`src/rtl/nios2_oci_trace_monitor.sv`:
```
// rtl/nios2_oci_trace_monitor.sv - capture FIFO for Nios II OCI trace words with end-of-test drain sequencing
//
// Ports:
//   clk, reset          : single clock, synchronous active-high reset
//   dct_buffer/count    : trace word and its fragment-count tag
//   dct_valid           : one-cycle strobe qualifying dct_buffer/dct_count
//   test_ending         : CPU is finishing; stop capturing
//   test_has_ended      : CPU has finished
//   rd_data/valid/ready : show-ahead read port, rd_data = {dct_count, dct_buffer}
//   level               : FIFO occupancy 0..DEPTH
//   overflow            : sticky dropped-word flag
//   drop_count          : saturating dropped-word count
//   drained             : end-of-test drain complete
//   state               : CAPTURE=0, DRAIN=1, DONE=2
module nios2_oci_trace_monitor #(
  parameter int DCT_W = 30,
  parameter int CNT_W = 4,
  parameter int DEPTH = 16,
  localparam int ADDR_W = $clog2(DEPTH)
) (
  input  logic                   clk,
  input  logic                   reset,
  input  logic [DCT_W-1:0]       dct_buffer,
  input  logic [CNT_W-1:0]       dct_count,
  input  logic                   dct_valid,
  input  logic                   test_ending,
  input  logic                   test_has_ended,
  output logic [CNT_W+DCT_W-1:0] rd_data,
  output logic                   rd_valid,
  input  logic                   rd_ready,
  output logic [ADDR_W:0]        level,
  output logic                   overflow,
  output logic [15:0]            drop_count,
  output logic                   drained,
  output logic [1:0]             state
);

  localparam int LVL_W = ADDR_W + 1;
  localparam int WORD_W = CNT_W + DCT_W;

  typedef enum logic [1:0] {
    CAPTURE = 2'd0,
    DRAIN   = 2'd1,
    DONE    = 2'd2
  } state_e;

  state_e              state_q, state_d;
  logic [ADDR_W-1:0]   wr_ptr_q, wr_ptr_d;
  logic [ADDR_W-1:0]   rd_ptr_q, rd_ptr_d;
  logic [LVL_W-1:0]    level_q, level_d;
  logic                overflow_q, overflow_d;
  logic [15:0]         drop_q, drop_d;
  logic [WORD_W-1:0]   mem_q [DEPTH];

  logic push_req;
  logic push_ok;
  logic pop;
  logic full;
  logic drop;

  // Full/empty come from the occupancy counter; the pointers alone cannot
  // distinguish full from empty when they are equal.
  assign full     = (level_q == LVL_W'(DEPTH));
  assign rd_valid = (level_q != '0);
  assign rd_data  = mem_q[rd_ptr_q];

  // A zero fragment count is a null strobe and never reaches the FIFO.
  assign push_req = (state_q == CAPTURE) && dct_valid && (dct_count != '0);
  assign pop      = rd_valid && rd_ready;
  // A full FIFO still takes a word when the head leaves on the same edge.
  assign push_ok  = push_req && (!full || pop);
  assign drop     = push_req && !push_ok;

  // Datapath next-state
  always_comb begin
    wr_ptr_d   = wr_ptr_q;
    rd_ptr_d   = rd_ptr_q;
    level_d    = level_q;
    overflow_d = overflow_q;
    drop_d     = drop_q;

    if (push_ok) begin
      wr_ptr_d = wr_ptr_q + ADDR_W'(1);
    end
    if (pop) begin
      rd_ptr_d = rd_ptr_q + ADDR_W'(1);
    end

    case ({push_ok, pop})
      2'b10:   level_d = level_q + LVL_W'(1);
      2'b01:   level_d = level_q - LVL_W'(1);
      default: level_d = level_q;
    endcase

    if (drop) begin
      overflow_d = 1'b1;
      if (drop_q != 16'hFFFF) begin
        drop_d = drop_q + 16'd1;
      end
    end
  end

  // FSM next-state; DRAIN->DONE looks at post-pop occupancy so the last pop
  // and the transition share an edge.
  always_comb begin
    state_d = state_q;
    case (state_q)
      CAPTURE: begin
        if (test_ending || test_has_ended) begin
          state_d = DRAIN;
        end
      end
      DRAIN: begin
        if ((level_d == '0) && test_has_ended) begin
          state_d = DONE;
        end
      end
      DONE:    state_d = DONE;
      default: state_d = CAPTURE;
    endcase
  end

  // State and control registers
  always_ff @(posedge clk) begin
    if (reset) begin
      state_q    <= CAPTURE;
      wr_ptr_q   <= '0;
      rd_ptr_q   <= '0;
      level_q    <= '0;
      overflow_q <= 1'b0;
      drop_q     <= '0;
    end else begin
      state_q    <= state_d;
      wr_ptr_q   <= wr_ptr_d;
      rd_ptr_q   <= rd_ptr_d;
      level_q    <= level_d;
      overflow_q <= overflow_d;
      drop_q     <= drop_d;
    end
  end

  // Storage array is not reset; entries are only visible once written.
  always_ff @(posedge clk) begin
    if (!reset && push_ok) begin
      mem_q[wr_ptr_q] <= {dct_count, dct_buffer};
    end
  end

  // FSM outputs
  always_comb begin
    state      = state_q;
    drained    = (state_q == DONE);
    level      = level_q;
    overflow   = overflow_q;
    drop_count = drop_q;
  end

endmodule
```
`config.mk`:
```
export PLATFORM = sky130hd
export DESIGN_NAME = nios2_oci_trace_monitor
export DESIGN_NICKNAME = d
export VERILOG_FILES = /design/src/rtl/nios2_oci_trace_monitor.sv
export SDC_FILE = /design/constraint.sdc
export NUM_CORES = 1
export LEC_CHECK = 0
export BUFFER_PORTS_ARGS = -buffer_cell sky130_fd_sc_hd__clkbuf_2
export CAP_MARGIN = 0
export CORE_MARGIN = 2
export CORE_UTILIZATION = 30
export DETAILED_ROUTE_END_ITERATION = 8
export PLACE_DENSITY = 0.46
export SLEW_MARGIN = 40
export SYNTH_ARGS = -nofsm -noshare
export SYNTH_HDL_FRONTEND = slang
export SYNTH_SLANG_ARGS = --single-unit
```
`constraint.sdc`:
```
create_clock -name clk -period 6.15 [get_ports clk]
set_input_delay 0.615 -clock clk [delete_from_list [all_inputs] [get_ports clk]]
set_output_delay 0.615 -clock clk [all_outputs]
set_load 0.005 [all_outputs]
```
After elaboration in Yosys (flattened, before gate mapping)
Memory sizes are Yosys's and may differ from the RTL's. A register that Yosys moved wholly into a read port is not among the register bits.
Cells that the tools add are included.
{ "totals": {"regBits": 32, "ramBits": 544, "input_bits": 40, "out_inout_bits": 60, "word_cells": 46, "mem_count": 1} }
{ "memory_table": {"columns": ["memory", "depth", "width", "rd", "rd_ports_with_merged_regs", "wr", "line_no", "text"], "rows": [
  ["mem_q", 16, 34, 1, 1, 1, "53", "logic [WORD_W-1:0] mem_q [DEPTH];"]
]} }
{ "op_classes": {"addsub": 5, "n_eq_ne": 8, "mux": 8, "reduce_logical": 18} }
{ "op_table": {"columns": ["operator", "count"], "rows": [
  ["adder 16 x 1 -> 16 bit, second input constant", 1],
  ["inequality test 16 bit, second input constant", 1],
  ["one-hot mux 5 bit (2 select lines)", 1],
  ["adder 4 x 1 -> 4 bit, second input constant", 2],
  ["two-way mux 4 bit", 2],
  ["logical AND 1 bit", 7],
  ["one-hot mux 2 bit (3 select lines)", 1],
  ["adder 5 x 1 -> 5 bit, second input constant", 1],
  ["equality test 5 bit, second input constant", 1],
  ["zero test 5 bit", 1],
  ["nonzero test 5 bit", 1],
  ["subtractor 5 x 1 -> 5 bit, second input constant", 1],
  ["equality test 2 x 1 -> 1 bit, second input constant", 2],
  ["equality test 2 bit, second input constant", 2],
  ["two-way mux 2 bit", 2],
  ["AND reduction 2 bit", 2],
  ["nonzero test 4 bit", 1],
  ["zero test 1 bit", 3],
  ["zero test 2 bit", 1],
  ["logical OR 1 bit", 2],
  ["two-way mux 1 bit", 2],
  ["inequality test 2 x 1 -> 1 bit, second input constant", 1],
  ["inequality test 2 bit, second input constant", 1]
]} }

Logic depth before layout (Yosys ltp)
Gate-level depths: netlist of the first run.
{ "logic_depth": {"depth_word": 10, "depth_mapped": 12} }

Least setup slack after synthesis of the first run
OpenSTA, ideal clock, no wires.
{ "synth_path": {"kind": "input port to flip-flop", "from": "input dct_valid", "to": "memory mem_q[1][0] (netlist name), enable pin", "setup_time_ns": 0.467, "arrival_ns": 4.161, "slack_ns": 1.522, "cell_stages": 7, "path_buffers": 1, "path_cell_list": "nand2_1 nor2_1 and2_0 clkbuf_1 nor2b_1 nand2_1 nor3_1"} }
{ "synth_via": {"elab_chain_len": 6} }
{ "synth_rtl": {"columns": ["item", "line_no", "text"], "rows": [
  ["from (decl)", "25", "input logic dct_valid,"],
  ["logical AND 1 bit (2 in a row)", "68", "assign push_req = (state_q == CAPTURE) && dct_valid && (dct_count != '0);"],
  ["logical AND 1 bit", "71", "assign push_ok = push_req && (!full || pop);"],
  ["logical AND 1 bit", "144", "if (!reset && push_ok) begin"],
  ["two-way mux 1 bit", "144", null],
  ["two-way mux 1 bit (implied by the code)", "145", "mem_q[wr_ptr_q] <= {dct_count, dct_buffer};"],
  ["to (decl)", "53", null]
]} }
No other way between the ends.

Worst setup path in the final report of the first run
{ "layout_path": {"from": "register state_q[0] (netlist: state[0])", "to": "memory mem_q[6][19] (netlist name), enable pin"} }
{ "layout_via": {"elab_chain_len": 7} }
{ "layout_rtl": {"columns": ["item", "line_no", "text"], "rows": [
  ["from (decl)", "47", "state_e state_q, state_d;"],
  ["from (signal assigned)", "133", "state_q <= state_d;"],
  ["zero test 2 bit", "68", null],
  ["logical AND 1 bit (2 in a row)", "68", null],
  ["logical AND 1 bit", "71", null],
  ["logical AND 1 bit", "144", null],
  ["two-way mux 1 bit", "144", null],
  ["two-way mux 1 bit (implied by the code)", "145", null]
]} }
No other way between the ends.

==> results_dict.tcl, run 1 <==
set metrics [dict create \
    status "completed" \
    synth-async-reset-ratio_pct 0 \
    drc 0 \
    io_pins 100 \
    synth_fp_nets 1036 \
    grt_usage_pct 13.12 \
    synthTopCellsByArea "edfxtp_1 (73%), mux4_2 (17%), dfxtp_1 (3.2%), nor2_1 (0.83%), ha_1 (0.73%)" \
    ant_nets 0 \
    grt_max_degree 71 \
    start_kind "flip-flop" \
    ys_warn_count 0 \
    syn_inst 982 \
    post_cts_buffers 0 \
    synth-edff-count 544 \
    ctsHoldBuffers 0 \
    crit_fanout 18 \
    maxSlewViolCount 0 \
    firstDrtPassIters 4 \
    final_cell_mix "edfxtp_1 (544), mux4_2 (170), clkbuf_2 (99)" \
    max_freq_mhz 270.2 \
    cts.path.max_buffers 3 \
    cts_resized 0 \
    yosysTopAreaCell "edfxtp_1" \
    place_inst 2030 \
    crit_path_end_kind "flip-flop" \
    areaGrowthSynthToFinish_pct 18.99 \
    cap_violations 0 \
    setup_violations 0 \
    core_area_um2 73210 \
    hold_class "in -> reg" \
    ys_ff_latch 580 \
    first_iter_violations 800 \
    clk_pin_slew_ns 0.06 \
    n_antenna_cell 0 \
    grt_first_pass_wirelength_um 74570 \
    synth.avg_cell_area_um2 22.65 \
    yosys.area.top_type_share_pct 73.45 \
    period_share_pct 60.17 \
    die_h_um 276.3 \
    cts_buffers 61 \
    min_period_ns 3.701 \
    cellPowerDensity_nw_per_um2 359.7 \
    clockRootBuffer "clkbuf_16" \
    ys.flop_type "edfxtp_1" \
    synth_seq_area_share_pct 76.69 \
    post_synth_num_cell_types 44 \
    clock-sinks 580 \
    worstMarginPinSlew_ns 0.7336 \
    wl_um 50130 \
    antenna_found_initial 1 \
    grt_pass1_vias 10850 \
    htree_levels 2 \
    fin_skew_ns 0.01944 \
    dp_hpwl_um 30460 \
    via_per_inst 4.788 \
    place_congestion 0.7291 \
    ir_drop_uv 224.3 \
    vias 10270 \
    fillerInstances 6704 \
    layout_commonest_cell "edfxtp_1" \
    grt_overflow 0 \
    final_hold_viol_count 0 \
    slew_headroom_pct 51.10 \
    synth_area_um2 22240 \
    tns_ns 0 \
    cp_data_required_time_ns 6.43 \
    clock_latency_ns 0.62 \
    start_util_pct 30.38 \
    rsz0062_at_grt "no" \
    critical_path_class "reg -> reg" \
    power.leakage_nw 8.231 \
    layout-drive-gt1-share_pct 35.70 \
    num-nets-final 1189 \
    wl_per_cell_um 23.38 \
    cts_tree "built" \
    die_w_um 276.3 \
    finalNonFillerCells 2144 \
    rows 99 \
    arrival_ns 3.98 \
    dieArea_um2 76330 \
    portBuffers 99 \
]
[cell usage after synthesis (all sizes together), types with 3 or more instances]
| cell | count |
|---|---|
| ha | 13 |
| nand3 | 7 |
| inv | 6 |
| or3 | 3 |
| nand4 | 8 |
| nand2 | 14 |
| a21oi | 7 |
| nand2b | 7 |
| edfxtp | 544 |
| o21ai | 3 |
| xor2 | 15 |
| xnor2 | 6 |
| nor2 | 49 |
| clkbuf | 36 |
| dfxtp | 36 |
| buf | 13 |
| and3 | 3 |
| nor3 | 8 |
| mux4 | 170 |
| a211oi | 3 |
| mux2i | 8 |
[metal layers]
metal  global-route usage, %  part of all wire (%)  up-vias
li1                        -                     -     4443
met1                   18.84                    47     5525
met2                   20.65                    47      227
met3                   2.586                   4.3       70
met4                   3.026                   1.8        0
met5                       0                     0        -
[metrics by stage]
step           setup slack (ns)  total power, mW  cell area, µm²  hold WS, ns  utilization, %
2_1_floorplan             1.522            5.488           22240       0.4591               -
3_3_place_gp              1.981            6.014           24070       0.4597           32.88
3_5_place_dp              2.045            6.024           24450       0.4727           33.40
4_1_cts                   2.337            9.686           26440       0.3795           36.11
5_1_grt                   2.157            9.922           26460       0.4280           36.15
6_report                  2.449            9.520           26460       0.4302           36.15
[worst paths after layout]
check                      startpoint                     end  slack [ns]  cells past startpoint
max             state[0]$_SDFFE_PP0P_  mem_q[6][19]$_DFFE_PP_        2.45                      9
min                     dct_buffer[2]   mem_q[1][2]$_DFFE_PP_        0.43                      1
max reg2reg     state[0]$_SDFFE_PP0P_  mem_q[6][19]$_DFFE_PP_        2.45                      9
min reg2reg  rd_ptr_q[3]$_SDFFE_PP0N_               flip-flop        0.49                      2
[cell type report]
cell class,count,area [µm²],share of cell area (%)
timing repair buffer,139,1099,4.151
multi-input combinational,347,5089,19.23
inverter,6,22.52,0.08510
tap,959,1200,4.534
clock buffer,76,1655,6.255
sequential,580,17070,64.50
clock inverter,37,330.3,1.248
[worst max-delay path: stages, from the launching register on]
cell and delay [ns]:
dfxtp_1 0.34, inv_1 0.12, ha_1 0.18, nand2_1 0.13, nor2_1 0.49, and2_0 0.39
nor2b_1 0.34, nand2_1 0.29, nor2_4 0.61, buf_4 0.42
[logic make-up (layout without fill, tap and decap cells)]
logic type | after synthesis | after routing | synth area share, %
flip-flops | 580 | 580 | 76.69
XOR/XNOR | 21 | 21 | 0.8270
buffers and inverters | 55 | 258 | 0.9508
adder cells (fa/ha/maj) | 14 | 14 | 0.8214
AND/OR/NAND/NOR | 110 | 110 | 2.402
multiplexers | 179 | 179 | 17.63
AO/OA/AOI/OAI | 23 | 23 | 0.6808
[power by group]
part	internal [mW]	switching, mW	total [mW]
combinational	0.689	0.743	1.43
sequential	4.41	0.0527	4.46
clock	2.14	1.48	3.63
total	7.24	2.28	9.52
[flip-flops by register name (all words and copies together) (netlist names), named ones only]
name	count
wr_ptr_q	4
rd_ptr_q	4
state	2
level	5
overflow	1
drop_count	16
mem_q	544
Power figures use the tool's default switching activity.
==> run 2, diff against run 1 <==
--- a/config.mk
+++ b/config.mk
@@ -10,7 +10,7 @@
 export CORE_MARGIN = 2
 export CORE_UTILIZATION = 30
 export DETAILED_ROUTE_END_ITERATION = 8
-export PLACE_DENSITY = 0.46
+export PLACE_DENSITY = 0.47
 export SLEW_MARGIN = 40
 export SYNTH_ARGS = -nofsm -noshare
 export SYNTH_HDL_FRONTEND = slang
==> constraint.sdc (replaced) <==
create_clock -name clk -period 3.25 [get_ports clk]
set_input_delay 0.325 -clock clk [delete_from_list [all_inputs] [get_ports clk]]
set_output_delay 0.325 -clock clk [all_outputs]
set_load 0.005 [all_outputs]
==> run 2 against run 1 <==
Against the previous run: register-to-register slack worse by 2.1 ns; non-clock buffer count is 27 higher; critical path depth is 4 lower; clock skew is 0.00098 ns lower; cell area is 0.94% higher; count of clock-buffer cells in the layout is 5 lower; first-iteration DRC count is 1.6% lower; flip-flop and latch count stayed put; core utilization is 0.34 points higher; via count is 1.4% higher.
==> results_dict.tcl, run 2 (synthesis gave the netlist of run 1 again) <==
set metrics [dict create \
    layout-drive-gt1-share_pct 37.05 \
    fin_skew_ns 0.01846 \
    hold_start "dct_buffer[6]" \
    place_inst 2052 \
    drc 0 \
    crit_fanout 21 \
    cp_data_required_time_ns 2.92 \
    portBuffers 99 \
    start_util_pct 30.38 \
    timing.hold.ws_ns 0.1060 \
    ant_nets 0 \
    clock-sinks 580 \
    cap_violations 0 \
    reg2regPathDepth 10 \
    final_cell_mix "edfxtp_1 (544), mux4_2 (170), clkbuf_2 (99)" \
    cellPowerDensity_nw_per_um2 673.0 \
    ir_drop_uv 465.2 \
    die_w_um 276.3 \
    dp_hpwl_um 29580 \
    critical_path_class "reg -> out" \
    cts_tree "built" \
    place_congestion 0.7217 \
    rsz0062_at_grt "no" \
    reg2reg_slack_ns 0.32 \
    period_share_pct 91.19 \
    clock_latency_ns 0.63 \
    wl_per_cell_um 23.73 \
    layout_commonest_cell "edfxtp_1" \
    final_hold_viol_count 0 \
    wl_um 51550 \
    top_register "mem_q" \
    grt_overflow 0 \
    clk_pin_slew_ns 0.06 \
    fillerInstances 6668 \
    fin_util_pct 36.49 \
    arrival_ns 2.64 \
    crit_path_end_kind "output port" \
    hold_class "in -> reg" \
    dieArea_um2 76330 \
    firstDrtPassIters 4 \
    core_area_um2 73210 \
    via_per_inst 4.791 \
    maxSlewViolCount 0 \
    setup_violations 0 \
    rr_startpoint "state[0]$_SDFFE_PP0P_" \
    antenna_found_initial 2 \
    htree_levels 2 \
    min_delay_path_depth 1 \
    top_usage_layer "met2" \
    rr_endpoint "mem_q[13][5]$_DFFE_PP_" \
    grt_max_degree 36 \
    rows 99 \
    io_pins 100 \
    use_met3_pct 2.603 \
    areaGrowthSynthToFinish_pct 20.11 \
    power.leakage_nw 8.323 \
    num-nets-final 1215 \
    cts_buffers 60 \
    start_kind "flip-flop" \
    stdcell_area_um2 26710 \
    min_period_ns 2.964 \
    grt_pass1_vias 11290 \
    vias 10410 \
    grt_first_pass_wirelength_um 76360 \
    tns_ns 0 \
    worstMarginPinSlew_ns 0.7745 \
    die_h_um 276.3 \
    gr-usage-met1_pct 18.81 \
    dpl-instance-area_um2 24720 \
    min_to "mem_q[4][6]$_DFFE_PP_" \
    slew_headroom_pct 48.37 \
    grt_use_met2_pct 21.89 \
    finalNonFillerCells 2172 \
    largest_register_ff_count 544 \
    grt_usage_pct 13.51 \
    status "completed" \
    cts.path.max_buffers 3 \
    max_freq_mhz 337.4 \
    clockRootBuffer "clkbuf_16" \
    first_iter_violations 787 \
]
run 2: cell count changes in the layout (fill, tap and decap cells not counted), sizes merged:
cell	before	now
bufinv	6	5
diode	0	1
inv	7	10
clkbuf	175	170
clkinv	26	31
clkinvlp	4	2
buf	40	67
run 2: stage by stage:
| stage | setup WS, ns | total power [mW] |
|---|---|---|
| 6_report | 0.2864 | 17.98 |
| 3_5_place_dp | 0.2161 | 11.51 |
| 2_1_floorplan | -0.4400 | 10.38 |
| 5_1_grt | 0.07114 | 18.76 |
| 3_3_place_gp | 0.2003 | 11.50 |
| 4_1_cts | 0.04368 | 18.27 |
run 2: how the worst max path moves through the flow:
stage	end	slack (ns)	depth (start not counted)
after detailed placement	state[0]$_SDFFE_PP0P_	0.22	11
final	rd_data[16]	0.29	5
after CTS	rd_data[24]	0.04	4
after global routing	mem_q[15][1]$_DFFE_PP_	0.07	10
after global placement	state[0]$_SDFFE_PP0P_	0.20	11
after floorplan	mem_q[5][0]$_DFFE_PP_	-0.44	9
run 2: routing by layer:
layer | share of wire, % | up-vias | wire [µm]
li1 | - | 4501 | -
met1 | 46 | 5640 | 23690
met2 | 48 | 197 | 24840
met3 | 4.1 | 67 | 2088
met4 | 1.8 | 2 | 915
met5 | 0.025 | - | 13
run 2: area by class of cell:
class	count	area [µm²]	area share (%)
antenna	1	2.502	0.009368
clock buffer	71	1543	5.775
clock inverter	42	365.4	1.368
inverter	6	22.52	0.08431
multi-input combinational	347	5120	19.17
sequential	580	17070	63.90
tap	959	1200	4.492
timing repair buffer	166	1390	5.204
run 2: what timing repair did:
action                     CTS  global route
setup endpoints to repair    7             9
resized for setup            0             3
buffers inserted             5             1
hold buffers                 0             0
hold endpoints to repair     0             0
run 2: worst max-delay path: stages (launching register included):
cell	delay, ns
dfxtp_4	0.43
buf_12	0.15
buf_12	0.21
mux4_2	0.54
mux4_2	0.52
clkbuf_2	0.14
run 2: power by group:
part	switching (mW)	internal [mW]
logic	1.38	1.48
registers	0.130	8.34
clock network	2.85	3.80
total	4.36	13.6
